===== config.mk =====
export PLATFORM = sky130hd
export DESIGN_NAME = countdown_timer
export DESIGN_NICKNAME = d
export VERILOG_FILES = /design/src/rtl/countdown_timer.sv
export SDC_FILE = /design/constraint.sdc
export NUM_CORES = 1
export LEC_CHECK = 0
export CAP_MARGIN = 10
export CORE_ASPECT_RATIO = 1.25
export CORE_MARGIN = 5
export CORE_UTILIZATION = 24
export DETAILED_ROUTE_END_ITERATION = 6
export GPL_TIMING_DRIVEN = 0
export PLACE_DENSITY = 0.55
export SETUP_SLACK_MARGIN = 0.4
export SLEW_MARGIN = 20
export SYNTH_ARGS = -nofsm -noshare
export SYNTH_HDL_FRONTEND = slang
export SYNTH_SLANG_ARGS = --single-unit

===== constraint.sdc =====
create_clock -name clk -period 2.8 [get_ports clk]
set_input_delay 0.42 -clock clk [delete_from_list [all_inputs] [get_ports clk]]
set_output_delay 0.42 -clock clk [all_outputs]
set_load 0.02 [all_outputs]

===== src/rtl/countdown_timer.sv =====
// Countdown timer: loads a start value, counts down to terminal count and
// emits a one-cycle done pulse, with optional auto-reload, pause and abort.
// The decrement is built as an explicit ripple of half-subtractor cells.
module countdown_timer #(
    parameter int WIDTH = 4
) (
    input  logic             clk,
    input  logic             resn,
    input  logic             start,
    input  logic [WIDTH-1:0] load_val,
    input  logic             auto_reload,
    input  logic             pause,
    input  logic             abort,
    output logic [WIDTH-1:0] cnt,
    output logic             busy,
    output logic             done
);

    localparam logic [1:0] IDLE   = 2'd0;
    localparam logic [1:0] RUN    = 2'd1;
    localparam logic [1:0] PAUSED = 2'd2;

    localparam logic [WIDTH-1:0] ONE = WIDTH'(1);

    logic [1:0]       state;
    logic [1:0]       state_nxt;
    logic [WIDTH-1:0] reload_reg;
    logic [WIDTH-1:0] reload_nxt;
    logic [WIDTH-1:0] cnt_nxt;
    logic             done_nxt;

    // Ripple decrementer: bit 0 subtracts constant 1, every higher bit
    // subtracts the borrow coming out of the bit below it.
    logic [WIDTH-1:0] borrow;
    logic [WIDTH-1:0] cnt_dec;

    assign borrow[0] = 1'b1;

    for (genvar i = 0; i < WIDTH; i++) begin : g_half_sub
        assign cnt_dec[i] = cnt[i] ^ borrow[i];
        if (i < WIDTH - 1) begin : g_borrow
            assign borrow[i+1] = ~cnt[i] & borrow[i];
        end
    end

    // busy comes from the state register alone, so it never glitches on inputs.
    assign busy = (state == RUN) || (state == PAUSED);

    // Next-state and next-count decision; abort beats start beats pause.
    always_comb begin
        // NOTE: every output of this block gets a default first so no path
        // leaves it unassigned, which would otherwise infer a latch.
        state_nxt  = state;
        cnt_nxt    = cnt;
        reload_nxt = reload_reg;
        done_nxt   = 1'b0;

        if (abort) begin
            cnt_nxt   = '0;
            state_nxt = IDLE;
        end else begin
            case (state)
                IDLE: begin
                    if (start) begin
                        if (load_val != '0) begin
                            cnt_nxt    = load_val;
                            reload_nxt = load_val;
                            state_nxt  = RUN;
                        end else begin
                            // Zero-length run: immediate done, never busy.
                            cnt_nxt  = '0;
                            done_nxt = 1'b1;
                        end
                    end
                end
                RUN: begin
                    if (pause) begin
                        state_nxt = PAUSED;
                    end else if (cnt > ONE) begin
                        cnt_nxt = cnt_dec;
                    end else begin
                        // Terminal edge; cnt==0 in RUN is unreachable but is
                        // treated the same way so the counter can never wrap.
                        done_nxt = 1'b1;
                        if (auto_reload) begin
                            cnt_nxt = reload_reg;
                        end else begin
                            cnt_nxt   = '0;
                            state_nxt = IDLE;
                        end
                    end
                end
                PAUSED: begin
                    if (!pause) begin
                        state_nxt = RUN;
                    end
                end
                default: begin
                    cnt_nxt   = '0;
                    state_nxt = IDLE;
                end
            endcase
        end
    end

    // State registers with asynchronous active-low reset.
    always_ff @(posedge clk or negedge resn) begin
        if (!resn) begin
            state      <= IDLE;
            cnt        <= '0;
            reload_reg <= '0;
            done       <= 1'b0;
        end else begin
            // NOTE: non-blocking assignments so every register samples the
            // values from before this edge, regardless of statement order.
            state      <= state_nxt;
            cnt        <= cnt_nxt;
            reload_reg <= reload_nxt;
            done       <= done_nxt;
        end
    end

endmodule


Word level (Yosys, flattened, before mapping) --
Index checks and enable logic that the tools add are counted.
Word-level totals: bits in read-only memories 0, memories 0, output and inout port bits 6, flip-flop bits (word level) 11, bits of input ports 10, word-level logic and storage cells 50, RAM bits 0, latch bits 0
Operators by class: shift-type cells 0, magnitude comparators 1, equality and inequality tests 9, add/subtract/negate cells 0, div/mod/pow operators 0, bitwise gates (word level) 9, muxes and demuxes 21, $mul 0, reductions and logical operators 6
Operator list (count):
- $mux W4 | 6
- $mux W2 | 7
- $ne A3 B3 Y1 const B | 4
- $pmux W4 S3 | 1
- $ne A4 B4 Y1 const B | 2
- $pmux W2 S3 | 1
- $mux W1 | 5
- $reduce_and A5 Y1 | 1
- $gt A4 B1 Y1 const B | 1
- $not A1 Y1 | 4
- $reduce_and A4 Y1 | 1
- $reduce_bool A4 Y1 | 1
- $reduce_and A3 Y1 | 1
- $xor A1 B1 Y1 | 3
- $and A1 B1 Y1 | 2
- $eq A2 B1 Y1 const B | 1
- $eq A2 B2 Y1 const B | 1
- $logic_not A2 Y1 | 1
- $ne A2 B2 Y1 const B | 1
- $pmux W1 S2 | 1
- $logic_or A1 B1 Y1 | 1

Longest topological paths before layout --
Gate-level depths: netlist of the first run.
word-level depth 8, mapped depth 7, mapped depth without buffers 7

Least setup slack after synthesis of the first run --
OpenSTA, ideal clock, no wires.
path type register to register, from reg cnt[0], to reg cnt[3], path buffers 1, slack 1.054 ns, cell stages (with the launch flop) 8, library setup time 0.151 ns, arrival 1.595 ns, clock period less this slack 1.746 ns, data required time 2.649 ns, path through dfrtp_1 > inv_1 > ha_1 > or2_2 > buf_6 > a21o_1 > a32oi_1 > a211oi_1
On the way: word-level cells in the longest chain between the ends 8, elaborated cells on any way between the ends 9, those cells by class 1 x order compare; 4 x mux; 4 x bitwise
RTL lines:
- start: declaration | line 14 | output logic [WIDTH-1:0] cnt,
- start signal: assignment | line 117 | cnt <= cnt_nxt;
- parallel branches: the longest is 4 deep, another holds $gt A4 B1 Y1
- $mux W4 (*) | line 79 | end else if (cnt > ONE) begin
- $mux W4 (*) | line 77 | if (pause) begin
- $pmux W4 S3 (*) | line 62 | case (state)
- $mux W4 (*) | line 58 | if (abort) begin
Mark *: on every way between the ends. The select of a mux whose other input is x is not followed. A chain may end at the register's enable or synchronous reset.

Final worst setup path of the first run --
from reg state[0], to out busy
On the way: word-level cells in the longest chain between the ends 2, elaborated cells on any way between the ends 3, those cells by class 2 x eq/ne; 1 x reduce/logical
RTL lines:
- start: declaration | line 25 | logic [1:0] state;
- start signal: assignment | line 116 | state <= state_nxt;
- $eq A2 B1 Y1 / $eq A2 B2 Y1 (equally long branches) | line 47 | assign busy = (state == RUN) || (state == PAUSED);
- $logic_or A1 B1 Y1 (*) | line 47
- end: declaration | line 15 | output logic busy,
Mark *: on every way between the ends. The rest lies on a longest branch, timed or not.

==> summary.txt, run 1 <==
Outcome
  – Status: complete, no violations

Cells and area
  – Final nets: 111
  – Most common cell after layout, fill and taps aside: clkdlybuf4s50_1
  – Layout fillers: 321
  – Commonest cells after routing, fill and taps aside: 14 x clkdlybuf4s50_1, 11 x dfrtp_1, 7 x ha_1
  – P&R area growth vs syn: 27.8%
  – # diodes: 0
  – Final std cells w/o fill: about 130
  – Share of cells above drive strength 1: 0.183
  – Design area: just under 1000 sq um

STA
  – Worst-margin pin slew: roughly 0.56 ns
  – Final setup violating endpoints: 0
  – Relative slew slack: 0.627
  – Setup TNS: 0 ns
  – Hold Vio Cnt, Final: 0
  – Unrepaired setup endpoints after global routing: false
  – Max Clk Rate: 494 MHz
  – Final period util: 0.722
  – Tmin final: 2.02 ns
  – Slew Limit Fails: 0
  – Fin Clk Skew: 0.00319 ns

Synthesis
  – Synthesized-area fraction occupied by xor and xnor cells: 0.0115
  – Syn Area/Cell: 10.2 sq um
  – Post-Synth Adder-Cell Area: 0.115
  – Mux contribution to synthesized area: 0.0854
  – Synth area leader: dfrtp_1
  – Netlist cell types: 27
  – Simple-Gate Fraction of Synth Area: 0.186
  – Largest family of logic cells by synthesized area: simple AND/OR/NAND/NOR gates
  – Post-synthesis compound-gate area fraction: 0.176
  – Post-synthesis sequential area ratio: 0.361
  – Mapped Nets: a little over 90
  – Mapped Area: approximately 760 sq um
  – Post-Syn Instances: between 70 and 80
  – Synth top area share: 0.361
  – #FFs+latches synth: 11
  – Top post-synthesis cells by area: dfrtp_1 36%, ha_1 11%, mux2_2 5.9%
  – Synthesis Warnings: 0

Setup path
  – Worst R2R Path Depth: 6
  – Crit Path Class: reg2out
  – Crit-path slowest cell: clkdlybuf4s50_1
  – CP Max Fanout: 3
  – Crit path DAT: about 1.6 ns
  – Crit-path cells: inv_1, ha_1, clkdlybuf4s50_1
  – CP Launch Type: flip-flop
  – Critical Path RT: 2.38 ns
  – R2R setup slack: 1.00 ns
  – FF-to-FF Start: state[0]
  – Reg-to-Reg End: cnt[1]
  – Crit path from: state[0]
  – CP max stage delay: 0.59 ns
  – Critical Path Sink Type: output pin

Global routing
  – First-pass GRT wire length: about 2800 um
  – Total Routing Usage GR: 0.0831
  – Largest net degree at the start of global routing: 12
  – Initial antenna violation count: 0
  – GR Overflow Total: 0
  – Number of global-route vias before repair: between 600 and 700

Clock network
  – Worst skew pair latency: 0.26 ns
  – H-tree depth: 1
  – Post_cts resized: 0
  – Clock Pin Slew Worst Setup and Hold Paths: 0.07 ns
  – Clock sinks: 11
  – Root buf cell: clkbuf_4
  – CTS Buf Count: 3
  – Hold_buf cts: 0
  – CTS tree: built
  – Setup Buffers After CTS: 0
  – Clk buf depth: 2

Floorplanning
  – Die height: 73.0 um
  – Core ar.: 3000 sq um
  – Site Rows: 22
  – Die span in x: 60.4 um
  – Top-level I/O count: 16
  – DIE AREA: 4410 sq um
  – Initial Util: 0.254

Power
  – Total Power: 980 uW
  – Worst VDD drop: 0.425 mV
  – Switching part of the total: 0.426
  – Flop pwr share: 0.286
  – Pleak: 0.417 nW
  – Net switching power: 418 uW
  – Clock Power Share: 0.109
  – P_int: 562 uW
  – Comb power frac: 0.606
  – PwrDens: 1010 nW/um^2

Worst hold path
  – Hold EP: cnt[3]
  – Hold Startpoint: abort
  – Hold path cells: 2
  – HP Class: in2reg

Job
  – Max-Cap Viols: 0

Drt
  – DRT Wirelength: around 1600 um
  – DRT antenna net count: 0
  – First drt pass iteration count: 4
  – DRC viols: 0
  – DRT iter0 DRCs: 15
  – DR WL/cell: 12.3 um
  – Vias per cell: ~4.8
  – Via count: a little over 600

Placement
  – # port buffers: 14
  – Placed insts: 125
  – Post-DP Area: 947 sq um
  – HPWL Detailed: 1280 um
  – Gpl congestion: 0.750
[worst max-delay path, delay by kind of cell, from the launching register on]
family | cells | cell delay (ns)
buffers and inverters | 2 | 0.68
adder cells (fa/ha/maj) | 1 | 0.27
flip-flops | 1 | 0.39
[per-stage QoR]
stage,utilization,hold WS [ns],setup slack [ns]
2_1_floorplan,-,0.124,1.05
3_3_place_gp,0.316,0.489,0.713
3_5_place_dp,0.316,0.492,0.720
4_1_cts,0.324,0.340,0.753
5_1_grt,0.324,0.337,0.690
6_report,0.324,0.351,0.777
[Yosys cell counts (all sizes together)]
master,instances
or4,1
clkbuf,1
a21o,1
ha,7
xor2,1
nand3b,3
nand2,5
buf,2
a21oi,5
nor2,6
nor3b,1
nor2b,1
or2,1
nand3,2
a311oi,4
and4,3
a211oi,1
a32oi,1
dfrtp,11
mux2,4
a221oi,1
o21ai,5
mux2i,2
inv,6
[kinds of logic (layout without fill, tap and decap cells)]
group                      after synthesis  count (layout)
and+or+nand+nor                         23              23
AOI/OAI and AO/OA                       18              18
DFF                                     11              11
buffers and inverters                    9              27
adders and majority gates                7               7
muxes                                    6               6
xor gates and xnor gates                 1               1
[layout make-up]
type	count	area, sq um	area share
Clock buffer	4	26.3	0.0270
Buffer	3	27.5	0.0283
Inverter	6	22.5	0.0231
Sequential cell	11	275	0.283
Tap cell	36	45.0	0.0463
Timing Repair Buffer	14	140	0.144
Multi-Input combinational cell	55	437	0.449
[per-layer routing]
metal / up-vias / global-route usage / wire [um]
li1: 310 / - / -
met5: - / 0 / 0
met1: 288 / 0.104 / 713
met3: 0 / 0.0301 / 119
met2: 19 / 0.130 / 748
met4: 0 / 0.0296 / 0
[worst max path at each step]
stage,to,slack (ns)
2_1_floorplan,cnt[3],1.05
3_3_place_gp,state[0],0.71
3_5_place_dp,state[1],0.72
4_1_cts,busy,0.75
5_1_grt,busy,0.69
6_report,busy,0.78
[power by group through the flow]
| stage | Combinational [mW] | Sequential [mW] | Clock [mW] |
|---|---|---|---|
| 3_3_place_gp | 0.593 | 0.279 | 0 |
| 6_report | 0.593 | 0.280 | 0.106 |
| 5_1_grt | 0.673 | 0.292 | 0.121 |
| 4_1_cts | 0.600 | 0.280 | 0.114 |
| 3_5_place_dp | 0.598 | 0.284 | 0 |
| 2_1_floorplan | 0.394 | 0.309 | 0 |
Power figures use the tool's default switching activity.
==> run 2, diff against run 1 <==
--- a/config.mk
+++ b/config.mk
@@ -11,7 +11,7 @@
 export CORE_UTILIZATION = 24
 export DETAILED_ROUTE_END_ITERATION = 6
 export GPL_TIMING_DRIVEN = 0
-export PLACE_DENSITY = 0.55
+export PLACE_DENSITY = 0.56
 export SETUP_SLACK_MARGIN = 0.4
 export SLEW_MARGIN = 20
 export SYNTH_ARGS = -nofsm -noshare
==> constraint.sdc (replaced) <==
create_clock -name clk -period 1.8 [get_ports clk]
set_input_delay 0.27 -clock clk [delete_from_list [all_inputs] [get_ports clk]]
set_output_delay 0.27 -clock clk [all_outputs]
set_load 0.02 [all_outputs]
==> summary.txt, run 2 (synthesized netlist as in run 1, its figures left out) <==
STA
  – Tmin final: between 1.5 and 2 ns
  – Slew Limit Fails: 0
  – Worst-margin pin slew: between 0.5 and 0.6 ns
  – Max Clk Rate: between 600 and 700 MHz
  – Final setup violating endpoints: 0
  – Fin Clk Skew: 0.00422 ns
  – Setup WS post-layout: approximately 0.22 ns
  – Unrepaired setup endpoints after global routing: true
  – Relative slew slack: 0.657
  – Hold Vio Cnt, Final: 0
  – Final period util: 0.876

Floorplanning
  – Site Rows: 22
  – Core ar.: 3000 sq um
  – Die span in x: roughly 60 um
  – Top-level I/O count: 16
  – DIE AREA: 4410 sq um
  – Die height: 73.0 um
  – Initial Util: 0.254

Cells and area
  – Final nets: 120
  – Commonest cells after routing, fill and taps aside: 9 x dfrtp_1, 9 x dlygate4sd2_1, 7 x buf_4
  – Final Util: 0.389
  – Design area: 1170 sq um
  – Layout fillers: 302
  – P&R area growth vs syn: 53.4%
  – Share of cells above drive strength 1: 0.431
  – Final std cells w/o fill: 138
  – # diodes: 0

Global routing
  – Total Routing Usage GR: 0.0885
  – Largest net degree at the start of global routing: 12
  – Number of global-route vias before repair: 707
  – First-pass GRT wire length: 3060 um
  – Initial antenna violation count: 0
  – GR Overflow Total: 0

Setup path
  – CP Launch Type: flip-flop
  – Crit path from: cnt[0]
  – CP Max Fanout: 5
  – Crit path DAT: 1.73 ns
  – Critical Path RT: 1.95 ns
  – Crit Path Class: reg2reg
  – Critical Path Sink Type: flip-flop
  – FF-to-FF Start: cnt[0]

Drt
  – First drt pass iteration count: 2
  – Via count: 661
  – Vias per cell: 4.79
  – Wire length on met1: 789 um
  – Top layer reached by signal wires: met3
  – Met3 Routed Length: 97 um
  – DRT Wirelength: about 1800 um
  – DRT antenna net count: 0
  – DRC viols: 0
  – DRT iter0 DRCs: 7
  – Metal2 WL: 931 um
  – DR WL/cell: 13.2 um

Worst hold path
  – HP Class: in2reg
  – Hold Startpoint: abort

Power
  – Switching part of the total: 0.417
  – Pleak: 0.515 nW
  – PwrDens: 1680 nW/um^2
  – Clock Power Share: 0.087
  – Worst VDD drop: 0.568 mV
  – Comb power frac: 0.684
  – P_int: 1.15 mW
  – Net switching power: 821 uW
  – Flop pwr share: 0.229

Outcome
  – Status: complete, no violations

Clock network
  – Clk buf depth: 2
  – Clock sinks: 11
  – CTS tree: built
  – H-tree depth: 1
  – Worst skew pair latency: 0.27 ns
  – Clock Pin Slew Worst Setup and Hold Paths: ~0.08 ns
  – Hold_buf cts: 0
  – CTS Buf Count: 3
  – Root buf cell: clkbuf_4

Job
  – Max-Cap Viols: 0

Placement
  – Gpl congestion: 0.793
  – Setup WS pre-CTS: -0.115 ns
  – # port buffers: 14
  – HPWL Detailed: 1290 um
  – Placed insts: around 130
  – Post-DP Area: 987 sq um
==> run 2: cell count changes in the layout (fill, tap and decap cells not counted), sizes merged <==
cell / previous run / this run
buf: 2 / 13
clkbuf: 5 / 4
clkdlybuf4s50: 14 / 4
dlygate4sd2: 0 / 9
==> run 2: cell type report <==
cell class	count	area (sq um)	share of cell area
Tap cell	36	45.0	0.0385
Inverter	6	25.0	0.0214
Buffer	3	37.5	0.0321
Sequential cell	11	278	0.238
Timing Repair Buffer	23	205	0.176
Multi-Input combinational cell	55	552	0.472
Clock buffer	4	26.3	0.0225
==> run 2: repair_timing <==
item                                    CTS  global route
endpoints found under the setup margin   17            12
pin swaps                                 7             8
gates cloned                              1             0
gates resized for setup                  26            14
buffers inserted                          7             1
==> run 2: metrics by stage <==
step / TNS (ns) / hold WS (ns) / total power, mW
floorplan: 0 / -0.0256 / 1.19
global placement: -0.383 / 0.472 / 1.46
detailed placement: -0.371 / 0.476 / 1.48
CTS: 0 / 0.185 / 1.85
global route: 0 / 0.201 / 2.13
finish: 0 / 0.205 / 1.97
==> run 2: worst max-delay path: stages, from the launching register on <==
cell,delay [ns]
dfrtp_2,0.45
ha_4,0.17
or2_4,0.25
buf_6,0.13
a21o_1,0.15
a32oi_1,0.20
a211oi_1,0.10
==> run 2: final timing paths <==
| check | to | slack [ns] | cells after the start |
|---|---|---|---|
| min in group asynchronous | reload_reg[3] | 0.34 | 1 |
| hold reg to reg | reload_reg[0] | 0.51 | 1 |
| setup reg to reg | cnt[3] | 0.22 | 6 |
| hold / removal | cnt[2] | 0.20 | 2 |
| setup / recovery | cnt[3] | 0.22 | 6 |
| max in group asynchronous | cnt[1] | 1.09 | 1 |
==> run 2: routing by layer <==
layer  vias up  GRT usage
met5         -          0
met4         0     0.0271
met3         0     0.0230
met2        13      0.156
met1       316      0.102
li1        332          -
==> run 2: power by group through the flow <==
stage	clock [mW]	combinational, mW	sequential, mW
finish	0.172	1.35	0.451
global route	0.191	1.47	0.468
CTS	0.179	1.22	0.447
detailed placement	0	1.04	0.446
global placement	0	1.02	0.441
floorplan	0	0.704	0.489
